## config.mk

```make
export PLATFORM = sky130hd
export DESIGN_NAME = wall_v_draw
export DESIGN_NICKNAME = d
export VERILOG_FILES = /design/src/rtl/wall_v_draw.sv
export SDC_FILE = /design/constraint.sdc
export NUM_CORES = 1
export LEC_CHECK = 0
export CORE_ASPECT_RATIO = 0.75
export CORE_MARGIN = 10
export CORE_UTILIZATION = 58
export DETAILED_ROUTE_END_ITERATION = 12
export GPL_ROUTABILITY_DRIVEN = 0
export GPL_TIMING_DRIVEN = 0
export PLACE_DENSITY = 0.76
export SLEW_MARGIN = 20
export SYNTH_ARGS = -nofsm -noshare
export SYNTH_HDL_FRONTEND = slang
export SYNTH_SLANG_ARGS = --single-unit
```

## constraint.sdc

```tcl
create_clock -name Clk -period 12.4 [get_ports Clk]
set_input_delay 1.24 -clock Clk [delete_from_list [all_inputs] [get_ports Clk]]
set_output_delay 1.24 -clock Clk [all_outputs]
set_load 0.01 [all_outputs]
```

## src/rtl/wall_v_draw.sv

```systemverilog
// Per-pixel draw stage for vertical maze wall sprites: double-buffered placement table,
// hit test and sprite ROM addressing, then a two-register hit/index pipeline.
module wall_v_draw #(
  parameter int unsigned SPR_W    = 18,
  parameter int unsigned SPR_H    = 22,
  parameter int unsigned NUM_INST = 8,
  parameter logic [3:0]  TRANSP   = 4'h0
) (
  input  logic       Clk,
  input  logic       Reset_n,
  input  logic       frame_sync,
  input  logic       pix_valid,
  input  logic [9:0] DrawX,
  input  logic [9:0] DrawY,
  input  logic       wr_en,
  input  logic [2:0] wr_idx,
  input  logic [9:0] wr_x,
  input  logic [9:0] wr_y,
  input  logic       wr_on,
  output logic [8:0] rom_addr,
  input  logic [3:0] rom_data,
  output logic       out_valid,
  output logic       out_hit,
  output logic [3:0] out_idx
);

  localparam int unsigned CW = 10;
  localparam int unsigned SW = CW + 1;
  localparam int unsigned AW = 9;
  localparam int unsigned DW = 4;
  localparam int unsigned IW = 3;

  logic          sh_on [NUM_INST];
  logic [CW-1:0] sh_x  [NUM_INST];
  logic [CW-1:0] sh_y  [NUM_INST];
  logic          act_on [NUM_INST];
  logic [CW-1:0] act_x  [NUM_INST];
  logic [CW-1:0] act_y  [NUM_INST];

  logic          valid0;
  logic [CW-1:0] x0;
  logic [CW-1:0] y0;

  logic          any_hit;
  logic [CW-1:0] x_sel;
  logic [CW-1:0] y_sel;
  logic [CW-1:0] off_x;
  logic [CW-1:0] off_y;
  logic [AW-1:0] addr_full;
  logic [SW-1:0] px0;
  logic [SW-1:0] py0;

  logic          valid1;
  logic          hit1;
  logic [DW-1:0] data1;

  // Shadow table takes writes; frame_sync copies it to the active table, including a same-cycle write
  always_ff @(posedge Clk) begin
    if (!Reset_n) begin
      for (int i = 0; i < int'(NUM_INST); i++) begin
        sh_on[i]  <= 1'b0;
        sh_x[i]   <= '0;
        sh_y[i]   <= '0;
        act_on[i] <= 1'b0;
        act_x[i]  <= '0;
        act_y[i]  <= '0;
      end
    end else begin
      for (int i = 0; i < int'(NUM_INST); i++) begin
        if (wr_en && (wr_idx == IW'(i))) begin
          sh_on[i] <= wr_on;
          sh_x[i]  <= wr_x;
          sh_y[i]  <= wr_y;
        end
        if (frame_sync) begin
          if (wr_en && (wr_idx == IW'(i))) begin
            act_on[i] <= wr_on;
            act_x[i]  <= wr_x;
            act_y[i]  <= wr_y;
          end else begin
            act_on[i] <= sh_on[i];
            act_x[i]  <= sh_x[i];
            act_y[i]  <= sh_y[i];
          end
        end
      end
    end
  end

  // Stage 0: capture the pixel coordinate
  always_ff @(posedge Clk) begin
    if (!Reset_n) begin
      valid0 <= 1'b0;
      x0     <= '0;
      y0     <= '0;
    end else begin
      valid0 <= pix_valid;
      x0     <= DrawX;
      y0     <= DrawY;
    end
  end

  assign px0 = {1'b0, x0};
  assign py0 = {1'b0, y0};

  // Hit test; scanning from the top slot down leaves the lowest matching slot selected
  always_comb begin
    any_hit = 1'b0;
    x_sel   = '0;
    y_sel   = '0;
    for (int i = int'(NUM_INST) - 1; i >= 0; i--) begin
      if (act_on[i] &&
          (px0 >= {1'b0, act_x[i]}) && (px0 < ({1'b0, act_x[i]} + SW'(SPR_W))) &&
          (py0 >= {1'b0, act_y[i]}) && (py0 < ({1'b0, act_y[i]} + SW'(SPR_H)))) begin
        any_hit = 1'b1;
        x_sel   = act_x[i];
        y_sel   = act_y[i];
      end
    end
  end

  assign off_x     = x0 - x_sel;
  assign off_y     = y0 - y_sel;
  assign addr_full = (AW'(off_y) * AW'(SPR_W)) + AW'(off_x);
  assign rom_addr  = (any_hit && valid0) ? addr_full : '0;

  // Stage 1: ROM data returns combinationally, register it with the hit flag
  always_ff @(posedge Clk) begin
    if (!Reset_n) begin
      valid1 <= 1'b0;
      hit1   <= 1'b0;
      data1  <= '0;
    end else begin
      valid1 <= valid0;
      hit1   <= any_hit && valid0;
      data1  <= rom_data;
    end
  end

  // Stage 2: transparent palette entries are not hits
  always_ff @(posedge Clk) begin
    if (!Reset_n) begin
      out_valid <= 1'b0;
      out_hit   <= 1'b0;
      out_idx   <= '0;
    end else begin
      out_valid <= valid1;
      out_hit   <= hit1 && (data1 != TRANSP);
      out_idx   <= (hit1 && (data1 != TRANSP)) ? data1 : '0;
    end
  end

endmodule

```

==> results.txt <==
Including well taps, the total number of placed cells is 3168. Number of endpoints failing setup at the final stage: 0. The number of max-slew violations in the final report is 0, and the site row count is 65.

The number of distinct standard cells referenced by the synthesized netlist is 74, and the number of flops mapped to enable cells by yosys is 335. In the post-route analysis, the smallest setup slack over all paths is 1240 ps. Once layout is complete, the cells apart from fillers number 3238. In the final layout, the multi-input gates occupy 13000 um^2. Worst slack after detailed placement: 2050 ps. For the setup TNS after final layout, the log shows 0 ps. The area of the mapped netlist was 24800 um^2; the starting DRC count in detailed routing was 2460. The die is 259 um wide. The number of clock sinks seen by CTS was 369. The area occupied by registers is 10800 um^2, and the worst path required time is 11160 ps. The tightest min-delay check is of the reg2reg type. The run gives 3044 as the number of nets in the final layout. The logs give 2530 for the gate count of the mapped netlist and 0 for the number of gates given a new drive strength after cts.

The ratio of routed vias to standard cells is 6.31. Setup repair after global routing left no endpoint under its margin. Buffers placed on the I/O ports in this run total 64.

In the final routed layout, each cell accounts on average for 23.0 um. The worst setup path is captured at a primary output. For the number of antenna violations at the first check in global routing, the log shows 4. The slowest stage of the critical path belongs to the cell sky130_fd_sc_hd__o32ai_1. The post-synthesis async set-or-reset flop share works out to 0%. The worst path in the final design needs a cycle of 11160 ps, including I/O delays and setup. In this design, the critical path's most frequently occurring cell is sky130_fd_sc_hd__ha_1. The clock tree root buffer cell is sky130_fd_sc_hd__clkbuf_16. In this run the power density over the cells is 133 nW/um^2. The number of hold buffers added after CTS was 0. Once layout is done, the placed cells without fillers occupy 27600 um^2.

In the final layout, the share of cells above drive strength 1 is 4.50%. Global routing finished with a remaining overflow of 0. The data arrival time of the worst path is 9920 ps. The deepest level of the CTS H-tree is 2, and the length of the first detailed-routing pass in iterations is 6. The share of the clock period used by the worst path was 90.0%. The highest cell delay on the worst timing path came out at 710 ps.

The clock skew after layout came out at 19.1 ps. The most used flip-flop cell after synthesis is sky130_fd_sc_hd__edfxtp_1. The number of buffers added by the clock tree synthesis step came out at 38. The floorplan step defined a die boundary enclosing 51500 um^2. In this run the count of I/O pins placed on the die edge is 68. Once placement finished, the instance area stood at 26300 um^2. The count of vias placed by the detailed router is 20.4k. Entering global routing, the biggest net connects 52 pins. The worst setup path is launched from a register. The highest net fanout along the worst path is 6. The first global-routing pass estimated 113 mm of wire. TritonCTS built the clock tree.

In this run the mean area of a mapped cell was 9.80 um^2. The number of violations of the max-capacitance limit is 0. Counting flops and latches in the post-synthesis netlist gives 369. Clock-pin slew on the worst setup and hold paths: 60 ps. The tools report the number of global-route vias before repair as 19.8k. The slew at the pin closest to its max-slew limit was 1280 ps. Number of hold violations in the final report: 0. Net count after synthesis: 2935.

The static leakage is 11.3 nW. The top achievable clock speed was 89.6 MHz. Compared with the post-synthesis result, the final layout area differs by 11.1%. The starting utilization of the core area is 58.9%. The logs give 28.4% for the aggregate global-route resource usage and 0 for the final antenna-violating net count. The final layout contains routed wiring with a total length of 74.5 mm. Die span in y: 199 um. In the routed design, unresolved DRC markers number 0. The filler cells instantiated in the layout total 3311. The worst-case IR drop observed on VDD is 0.170 mV. Once layout is complete, the utilization of the core stands at 65.4%. The wire-length estimate of the detail-placed layout is 56.2 mm.

The maximum clock insertion buffer count is 3, and the total of warnings raised by yosys is 0. Summing the sequential cell areas from Yosys gives 43.3% of the chip area. Post-CTS timing repair inserted 0 buffers for setup. The flow ran to the end, and the final reports show no timing, DRC or antenna violations. Clock latency on the worst-skew pair, taken at its later pin, is 570 ps.

The critical path is of the reg2out type. The worst pin sits at a relative slew slack of 14.3%. The area of the core is 42100 um^2.
## power by group
part | leakage (nW) | total [W] | internal (W) | switching, W
Combinational | 7.00 | 0.000950 | 0.000419 | 0.000531
Clock | 0.607 | 0.00117 | 0.000661 | 0.000510
Sequential | 3.74 | 0.00155 | 0.00146 | 0.0000950
## final timing paths
kind / start / endpoint / slack, ps / cells after the start
setup reg to reg: y0[1]$_SDFF_PN0_ / hit1$_SDFF_PN0_ / 8650 / 9
hold / removal: valid1$_SDFF_PN0_ / out_valid$_SDFF_PN0_ / 430 / 1
hold reg to reg: valid1$_SDFF_PN0_ / out_valid$_SDFF_PN0_ / 430 / 1
setup / recovery: act_y[0][61]$_SDFFCE_PN0P_ / rom_addr[8] / 1240 / 33
## through the flow
stage	power, W	hold slack, ps
final	0.00367	435
after CTS	0.00366	436
after global placement	0.00246	415
after floorplan	0.00223	412
after global routing	0.00385	474
after detailed placement	0.00250	422
## Yosys cell counts, drive strengths merged, types with 7 or more instances
cell     number  area (um^2)
nand2       346         1300
ha          342         4280
edfxtp      335        10100
nor2        246          923
inv         196          736
a21oi       183          916
o21ai       118          591
xnor2       118         1030
clkbuf       74          278
o21a         47          360
nor3         42          226
a21o         39          293
nand3        39          195
dfxtp        34          681
a31oi        33          206
and2         32          203
a211oi       24          180
o211ai       20          150
and3         18          118
nand4        17          106
a211o        16          140
nand2b       15         93.8
buf          13         68.8
xor2         13          114
o221ai       11          103
a2111oi      10         87.6
fa           10          200
nor2b        10         62.6
nor4         10         62.6
o31ai        10         80.1
o21bai        9         67.6
o32ai         9         78.8
or3           9         56.3
a221o         7         75.1
a221oi        7         73.8
a31o          7         61.3
o221a         7         78.8
## flip-flops by register name, indices dropped and copies added (netlist names)
name       flops
act_on         8
act_x         80
act_y         80
data1          4
hit1           1
out_hit        1
out_idx        4
out_valid      1
sh_on          8
sh_x          80
sh_y          80
valid0         1
valid1         1
x0            10
y0            10
## cell families (layout without fill, tap and decap cells)
kind of cell,count (synthesis),count (layout),share of synthesized area (%)
compound gates,588,588,15.4
xor+xnor,131,131,4.63
fa+ha+maj,352,352,18.1
buf+inv,284,421,4.38
flops,369,369,43.3
mux,3,3,0.121
other cells,0,2,0
simple gates,803,803,14.1
## critical path: cells and delay by family, from the launching register on
kind	cells	cell delay [ps]
fa+ha+maj	8	2440
flops	1	410
xor+xnor	6	1090
buf+inv	2	650
compound gates	11	3150
mux	1	230
simple gates	5	1400
## final cells by class
| type | instances | area share [%] |
|---|---|---|
| plain buffers | 87 | 1.26 |
| repair buffers | 69 | 2.74 |
| clock inverters | 24 | 0.799 |
| well taps | 569 | 2.58 |
| flip-flops and latches | 369 | 39.0 |
| inverters | 197 | 2.68 |
| clock buffers | 44 | 3.72 |
| multi-input cells | 1877 | 47.2 |
| diodes | 2 | 0.0182 |
## metal layers
layer | track usage [%] | vias up | share of wire (%)
li1 | - | 9317 | -
met1 | 37.0 | 9579 | 39
met2 | 43.8 | 1281 | 43
met3 | 6.44 | 259 | 13
met4 | 15.0 | 2 | 5.5
met5 | 0 | - | 0.023
## layout by cell type (no fill, tap or decap), drive strengths merged, types with 18 or more instances in the layout
cell type	count
buf	18
nand2	346
o21a	47
a211oi	24
a21oi	183
inv	199
nand3	39
dfxtp	34
ha	342
clkbuf	118
o21ai	118
a31oi	33
nor2	246
and3	18
o211ai	20
and2	32
a21o	39
edfxtp	335
nor3	42
clkdlybuf4s50	64
xnor2	118
No activity file was read; power rests on OpenSTA's default activity.
